==> config.mk <==
export PLATFORM = sky130hd
export DESIGN_NAME = spi_burst_sequencer_flat
export DESIGN_NICKNAME = d
export VERILOG_FILES = /design/src/rtl/spi_burst_sequencer_if.sv /design/src/rtl/spi_burst_sequencer.sv /design/src/flat_wrapper.sv
export SDC_FILE = /design/constraint.sdc
export NUM_CORES = 1
export LEC_CHECK = 0
export CAP_MARGIN = 20
export CORE_MARGIN = 4
export CORE_UTILIZATION = 62
export CTS_CLUSTER_SIZE = 30
export DETAILED_ROUTE_END_ITERATION = 10
export DONT_BUFFER_PORTS = 1
export PLACE_DENSITY = 0.84
export SLEW_MARGIN = 10
export SYNTH_ARGS = -nofsm -noshare
export SYNTH_HDL_FRONTEND = slang
export SYNTH_SLANG_ARGS = --single-unit
==> constraint.sdc <==
create_clock -name clk -period 3.4 [get_ports clk]
set_clock_uncertainty 0.05 [all_clocks]
set_input_delay 0.85 -clock clk [delete_from_list [all_inputs] [get_ports clk]]
set_output_delay 0.85 -clock clk [all_outputs]
set_load 0.01 [all_outputs]
==> src/rtl/spi_burst_sequencer_if.sv <==
// Bundled command/master/receive signals of spi_burst_sequencer.
// slave: the sequencer side; master: the producer + SPI master side.
interface spi_burst_sequencer_if #(
    parameter int unsigned DEPTH = 8
) ();
    localparam int unsigned LVL_W = $clog2(DEPTH + 1);

    logic             wr_valid;
    logic [7:0]       wr_data;
    logic             wr_ready;
    logic             flush;
    logic             m_start;
    logic [7:0]       m_tx_data;
    logic             m_done;
    logic [7:0]       m_rx_data;
    logic [7:0]       rx_data;
    logic             rx_valid;
    logic             busy;
    logic [LVL_W-1:0] level;
    logic             timeout_err;

    modport slave (
        input  wr_valid, wr_data, flush, m_done, m_rx_data,
        output wr_ready, m_start, m_tx_data, rx_data, rx_valid, busy, level, timeout_err
    );

    modport master (
        output wr_valid, wr_data, flush, m_done, m_rx_data,
        input  wr_ready, m_start, m_tx_data, rx_data, rx_valid, busy, level, timeout_err
    );
endinterface

==> src/rtl/spi_burst_sequencer.sv <==
// Byte-burst sequencer in front of an SPI master: FIFO, one-shot launch, done wait, inter-byte gap.
// Optional WAIT_DONE watchdog enabled by defining SPI_SEQ_TIMEOUT_EN.
module spi_burst_sequencer #(
    parameter int unsigned DEPTH          = 8,
    parameter int unsigned GAP_CYCLES     = 16,
    parameter int unsigned TIMEOUT_CYCLES = 4096
) (
    input  logic                  clk,
    input  logic                  rst,
    spi_burst_sequencer_if.slave  bus_io
);
    localparam int unsigned PTR_W = $clog2(DEPTH);
    localparam int unsigned LVL_W = $clog2(DEPTH + 1);
    localparam int unsigned GAP_W = (GAP_CYCLES > 0) ? $clog2(GAP_CYCLES + 1) : 1;

    typedef enum logic [1:0] {IDLE, LAUNCH, WAIT_DONE, GAP} state_e;

    state_e             state_q, state_d;
    logic [PTR_W-1:0]   rd_ptr_q, rd_ptr_d, wr_ptr_q, wr_ptr_d;
    logic [LVL_W-1:0]   level_q, level_d;
    logic               wr_ready_q, wr_ready_d;
    logic [7:0]         tx_q, tx_d, rx_q, rx_d;
    logic               rx_valid_q, rx_valid_d;
    logic               m_start_q, m_start_d;
    logic               busy_q, busy_d;
    logic [GAP_W-1:0]   gap_q, gap_d;
    logic               terr_q, terr_d;
    logic [7:0]         mem_q [DEPTH];
    logic               push_c, pop_c, timeout_c;

    assign push_c = bus_io.wr_valid && wr_ready_q && !bus_io.flush;

`ifdef SPI_SEQ_TIMEOUT_EN
    localparam int unsigned WD_W = $clog2(TIMEOUT_CYCLES + 1);
    logic [WD_W-1:0] wd_q, wd_d;

    // Counts clocks since launch; LAUNCH itself is clock 1.
    always_comb begin
        wd_d = wd_q;
        if (state_q == LAUNCH) begin
            wd_d = WD_W'(1);
        end else if (state_q == WAIT_DONE) begin
            wd_d = wd_q + WD_W'(1);
        end
    end

    assign timeout_c = (state_q == WAIT_DONE) && !bus_io.m_done
                       && (wd_q >= WD_W'(TIMEOUT_CYCLES - 1));

    always_ff @(posedge clk or posedge rst) begin
        if (rst) wd_q <= '0;
        else     wd_q <= wd_d;
    end
`else
    // Watchdog compiled out; the parameter only keeps the port list uniform.
    assign timeout_c = 1'b0 && (TIMEOUT_CYCLES != 0);
`endif

    // Sequencer FSM and registered output next-values.
    always_comb begin
        state_d    = state_q;
        gap_d      = gap_q;
        tx_d       = tx_q;
        rx_d       = rx_q;
        rx_valid_d = 1'b0;
        terr_d     = terr_q;
        pop_c      = 1'b0;
        case (state_q)
            IDLE: begin
                if (level_q != '0 && !bus_io.flush) begin
                    pop_c   = 1'b1;
                    tx_d    = mem_q[rd_ptr_q];
                    state_d = LAUNCH;
                end
            end
            LAUNCH: state_d = WAIT_DONE;
            WAIT_DONE: begin
                if (bus_io.m_done) begin
                    rx_d       = bus_io.m_rx_data;
                    rx_valid_d = 1'b1;
                    gap_d      = GAP_W'(GAP_CYCLES);
                    state_d    = (GAP_CYCLES > 0) ? GAP : IDLE;
                end else if (timeout_c) begin
                    terr_d  = 1'b1;
                    state_d = IDLE;
                end
            end
            GAP: begin
                if (gap_q == '0) state_d = IDLE;
                else             gap_d   = gap_q - GAP_W'(1);
            end
            default: state_d = IDLE;
        endcase
        m_start_d = (state_d == LAUNCH);
        busy_d    = (state_d != IDLE);
    end

    // FIFO pointers and occupancy; flush wins over push and pop.
    always_comb begin
        wr_ptr_d = wr_ptr_q;
        rd_ptr_d = rd_ptr_q;
        level_d  = level_q;
        if (bus_io.flush) begin
            wr_ptr_d = '0;
            rd_ptr_d = '0;
            level_d  = '0;
        end else begin
            if (push_c) wr_ptr_d = wr_ptr_q + PTR_W'(1);
            if (pop_c)  rd_ptr_d = rd_ptr_q + PTR_W'(1);
            level_d = level_q + LVL_W'(push_c) - LVL_W'(pop_c);
        end
        wr_ready_d = (level_d != LVL_W'(DEPTH));
    end

    always_ff @(posedge clk) begin
        if (push_c) mem_q[wr_ptr_q] <= bus_io.wr_data;
    end

    always_ff @(posedge clk or posedge rst) begin
        if (rst) begin
            state_q    <= IDLE;
            rd_ptr_q   <= '0;
            wr_ptr_q   <= '0;
            level_q    <= '0;
            wr_ready_q <= 1'b1;
            tx_q       <= 8'h00;
            rx_q       <= 8'h00;
            rx_valid_q <= 1'b0;
            m_start_q  <= 1'b0;
            busy_q     <= 1'b0;
            gap_q      <= '0;
            terr_q     <= 1'b0;
        end else begin
            state_q    <= state_d;
            rd_ptr_q   <= rd_ptr_d;
            wr_ptr_q   <= wr_ptr_d;
            level_q    <= level_d;
            wr_ready_q <= wr_ready_d;
            tx_q       <= tx_d;
            rx_q       <= rx_d;
            rx_valid_q <= rx_valid_d;
            m_start_q  <= m_start_d;
            busy_q     <= busy_d;
            gap_q      <= gap_d;
            terr_q     <= terr_d;
        end
    end

    assign bus_io.wr_ready    = wr_ready_q;
    assign bus_io.m_start     = m_start_q;
    assign bus_io.m_tx_data   = tx_q;
    assign bus_io.rx_data     = rx_q;
    assign bus_io.rx_valid    = rx_valid_q;
    assign bus_io.busy        = busy_q;
    assign bus_io.level       = level_q;
    assign bus_io.timeout_err = terr_q;
endmodule

==> src/flat_wrapper.sv <==
// flat-port wrapper written by rule: the top's interface ports become plain ports
module spi_burst_sequencer_flat 
#(
    parameter int unsigned DEPTH          = 8,
    parameter int unsigned GAP_CYCLES     = 16,
    parameter int unsigned TIMEOUT_CYCLES = 4096
)
  (clk, rst, bus_io_wr_valid, bus_io_wr_data, bus_io_flush, bus_io_m_done, bus_io_m_rx_data, bus_io_wr_ready, bus_io_m_start, bus_io_m_tx_data, bus_io_rx_data, bus_io_rx_valid, bus_io_busy, bus_io_level, bus_io_timeout_err);
  spi_burst_sequencer_if #(.DEPTH(DEPTH)) bus_io_i ();
  input  logic clk;
  input  logic rst;
  input wire logic [$bits(bus_io_i.wr_valid)-1:0] bus_io_wr_valid;
  input wire logic [$bits(bus_io_i.wr_data)-1:0] bus_io_wr_data;
  input wire logic [$bits(bus_io_i.flush)-1:0] bus_io_flush;
  input wire logic [$bits(bus_io_i.m_done)-1:0] bus_io_m_done;
  input wire logic [$bits(bus_io_i.m_rx_data)-1:0] bus_io_m_rx_data;
  output wire logic [$bits(bus_io_i.wr_ready)-1:0] bus_io_wr_ready;
  output wire logic [$bits(bus_io_i.m_start)-1:0] bus_io_m_start;
  output wire logic [$bits(bus_io_i.m_tx_data)-1:0] bus_io_m_tx_data;
  output wire logic [$bits(bus_io_i.rx_data)-1:0] bus_io_rx_data;
  output wire logic [$bits(bus_io_i.rx_valid)-1:0] bus_io_rx_valid;
  output wire logic [$bits(bus_io_i.busy)-1:0] bus_io_busy;
  output wire logic [$bits(bus_io_i.level)-1:0] bus_io_level;
  output wire logic [$bits(bus_io_i.timeout_err)-1:0] bus_io_timeout_err;
  assign bus_io_i.wr_valid = bus_io_wr_valid;
  assign bus_io_i.wr_data = bus_io_wr_data;
  assign bus_io_i.flush = bus_io_flush;
  assign bus_io_i.m_done = bus_io_m_done;
  assign bus_io_i.m_rx_data = bus_io_m_rx_data;
  assign bus_io_wr_ready = bus_io_i.wr_ready;
  assign bus_io_m_start = bus_io_i.m_start;
  assign bus_io_m_tx_data = bus_io_i.m_tx_data;
  assign bus_io_rx_data = bus_io_i.rx_data;
  assign bus_io_rx_valid = bus_io_i.rx_valid;
  assign bus_io_busy = bus_io_i.busy;
  assign bus_io_level = bus_io_i.level;
  assign bus_io_timeout_err = bus_io_i.timeout_err;
  spi_burst_sequencer #(.DEPTH(DEPTH), .GAP_CYCLES(GAP_CYCLES), .TIMEOUT_CYCLES(TIMEOUT_CYCLES)) u_core (.clk(clk), .rst(rst), .bus_io(bus_io_i));
endmodule
==> summary.txt <==
Floorplanning
  – Cell Rows: 29
  – Initial Utilization: 64.9%
  – Die Wd: 90.0 um
  – Num ports: 46
  – Die Ht: 90.0 um
  – Core ar.: 6420 sq um
  – Die ar.: 8100 sq um

Critical path
  – Kind of end point of the critical path: flip-flop
  – Crit Path Category: flip-flop to flip-flop
  – Type of origin of the critical path: flip-flop
  – Required time of the critical path: 3.64 ns
  – Max FO, Critical Path: 3
  – Worst endpoint data arrival time: 3.01 ns

Power and ir drop
  – Pwr Density: 648 nW/um^2
  – Combinational group share of total power: 15.1%
  – Pwr Total: 2.92 mW
  – Sw Ratio: 28.3%
  – Sequential share of power: 57.8%
  – Internal Dissipation: 2.09 mW
  – Clock share of power: 27.2%
  – Leakage power: 1.66 nW
  – Peak supply drop: 0.342 mV
  – P_sw: 0.825 mW

Synth
  – Flops & latches, synth: 101
  – Top-area cell type share of the netlist area: 46.1%
  – Yosys top cell by area: edfxtp_1
  – Distinct cells, synth: 40
  – Syn avg cell area: 13.6 sq um
  – Post-synthesis cell area: 4170 sq um
  – Post-Syn Nets: 337
  – Register area share after synthesis: 68.4%
  – Syn Inst Count: 306
  – Synth area leaders: edfxtp_1 (46%), dfrtp_1 (22%), mux2i_1 (7.7%)
  – Synth warn: 0

Placed design
  – DP HPWL: 4730 um
  – Post-DP Area: 4290 sq um
  – Routability-driven placement congestion ratio: 0.815
  – Port buffer count: 0

Worst hold path
  – Worst hold path class: input port to async pin

Timing
  – Fmax achieved: 361 MHz
  – Final setup fails: 0
  – Tmin final: 2.77 ns
  – Final worst-path cycle share: 81.4%
  – Worst slew pin tran: 0.800 ns
  – Setup TNS: 0 ns
  – Hold WS: 0.432 ns
  – Final Hold Viols: 0
  – RSZ-0062 raised after global routing: no
  – Final Max Tran Viols: 0
  – Slew margin rel.: 46.6%

GRT
  – Total Routing Usage GR: 19.2%
  – Vias in the first global route: 2312
  – GR Overflow Total: 0
  – Largest net degree at the start of global routing: 35
  – First-pass GRT wire length: 11700 um
  – Initial antenna violation count: 0

Clocking
  – Clock sink count: 101
  – Worst-path clk slew: 0.09 ns
  – Post-CTS Repair Setup Buffers: 0
  – CTS Buffer Depth: 2
  – CTS Buf Count: 9
  – Hold_buf cts: 0
  – H-tree levels: 3
  – CTS Root Cell: clkbuf_8
  – CTS tree: built
  – Clk_lat worst skew: 0.36 ns
  – PostCTS Resize Cnt: 0

Drt
  – Vias after detailed routing: 2311
  – Final ANT Viol Nets: 0
  – Drt first-iter violations: 108
  – DRC violations left: 0
  – Router iterations before antenna repair: 4
  – Vias per cell: 5.84
  – Avg WL per Cell: 18.4 um
  – DRT Wirelength: 7270 um

Finish
  – Fill cell count: 432
  – Share of cells above drive strength 1: 9.72%
  – ANT cells: 0
  – Area Overhead vs Synth: 7.96%
  – Nets: 345
  – Cell area after layout: 4500 sq um
  – Fin util: 70.1%

Outcome
  – Status: complete, no violations

Job
  – Max-Cap Viols: 0
==> power groups by stage <==
stage          registers (mW)  logic (mW)  clock network, mW
6_report                 1.69       0.439              0.793
5_1_grt                  1.71       0.504              0.860
3_3_place_gp             1.71       0.418                  0
3_5_place_dp             1.71       0.441                  0
2_1_floorplan            1.67       0.363                  0
4_1_cts                  1.69       0.446              0.800
==> per-stage QoR <==
step	std cells	setup slack (ns)
2_1_floorplan	306	0.610
3_3_place_gp	380	0.758
3_5_place_dp	380	0.641
4_1_cts	396	0.602
5_1_grt	396	0.468
6_report	396	0.632
==> layout make-up <==
| class | instances | area, sq um | share of cell area, % |
|---|---|---|---|
| Clock buffer | 13 | 170 | 3.78 |
| Clock inverter | 3 | 42.5 | 0.945 |
| Inverter | 18 | 67.6 | 1.50 |
| Multi-Input combinational cell | 173 | 1190 | 26.5 |
| Sequential cell | 101 | 2850 | 63.3 |
| Tap cell | 77 | 96.3 | 2.14 |
| Timing Repair Buffer | 11 | 82.6 | 1.84 |
==> sequential cells by signal (all words and copies together), names as in the netlist <==
signal	cells
u_core.bus_io.m_start	1
u_core.bus_io.m_tx_data	8
u_core.rd_ptr_q	3
u_core.mem_q	64
u_core.gap_q	5
u_core.bus_io.wr_ready	1
u_core.bus_io.level	4
u_core.bus_io.rx_data	8
u_core.bus_io.rx_valid	1
u_core.wr_ptr_q	3
u_core.state_q	2
u_core.bus_io.busy	1
==> cell families after synthesis <==
group | synth area share, %
compound gates | 4.95
xor+xnor | 1.68
fa+ha+maj | 3.18
buf+inv | 3.27
flops | 68.4
mux | 7.96
other cells | 0.0900
simple gates | 10.5
==> final timing paths <==
kind / start / end / slack [ns] / cells past startpoint
max: u_core.bus_io.level[2] / u_core.bus_io.wr_ready / 0.63 / 12
min: rst / u_core.gap_q[2] / 0.43 / 1
max reg2reg: u_core.bus_io.level[2] / u_core.bus_io.wr_ready / 0.63 / 12
min reg2reg: u_core.gap_q[0] / u_core.gap_q[0] / 0.48 / 1
max in group asynchronous: rst / u_core.bus_io.wr_ready / 2.08 / 2
min in group clk: u_core.gap_q[0] / u_core.gap_q[0] / 0.48 / 1
==> layer usage <==
metal	track usage [%]	part of all wire [%]	wire [um]
met1	23.8	42	3040
met3	5.43	5.8	419
met2	31.8	50	3670
met5	0	0	0
met4	8.42	1.9	141
==> critical path, stage by stage (launching register included) <==
cell and delay [ns]:
dfrtp_1 0.43, inv_1 0.09, ha_1 0.15, nor3b_1 0.48, nor4_4 0.07, ha_1 0.29
inv_1 0.04, ha_1 0.21, fa_1 0.38, xnor2_1 0.16, nor2_1 0.07, nor4_1 0.19
nand2b_1 0.09
==> cell usage after synthesis <==
library cell,count
buf_2,4
nand4_1,1
nand2b_1,4
or2_1,1
mux2i_1,32
nor3b_1,1
a22oi_1,16
mux2_2,1
buf_4,1
conb_1,1
o21ai_0,11
or4b_4,1
nor4_1,2
ha_1,9
a21o_1,1
nor2b_1,4
o21ai_1,1
xnor2_1,3
inv_1,18
fa_1,1
buf_6,1
nor4_2,1
or3_1,1
nor2_1,19
and2_1,1
dfrtp_1,36
nand3b_1,3
nand2_1,31
a21oi_1,2
buf_1,3
nor2b_2,1
nor3_1,3
nor4bb_1,1
clkbuf_1,5
edfxtp_1,64
a22o_1,1
and2_2,1
nand3_1,13
xor2_1,5
dfstp_2,1
==> placed cells by master (no fill, tap or decap), types with 2 or more instances in the layout <==
| master | Yosys | layout |
|---|---|---|
| ha_1 | 9 | 9 |
| buf_4 | 1 | 11 |
| xnor2_1 | 3 | 3 |
| nand3b_1 | 3 | 3 |
| dfrtp_1 | 36 | 36 |
| nand2_1 | 31 | 31 |
| inv_1 | 18 | 18 |
| clkbuf_8 | 0 | 10 |
| nor3_1 | 3 | 3 |
| a22oi_1 | 16 | 16 |
| xor2_1 | 5 | 5 |
| clkbuf_1 | 5 | 2 |
| mux2i_1 | 32 | 32 |
| nand3_1 | 13 | 13 |
| o21ai_0 | 11 | 11 |
| nor4_1 | 2 | 2 |
| edfxtp_1 | 64 | 64 |
| nor2b_1 | 4 | 4 |
| a21oi_1 | 2 | 2 |
| nor2_1 | 19 | 19 |
| nand2b_1 | 4 | 4 |
(Power assumes the default switching activity.)
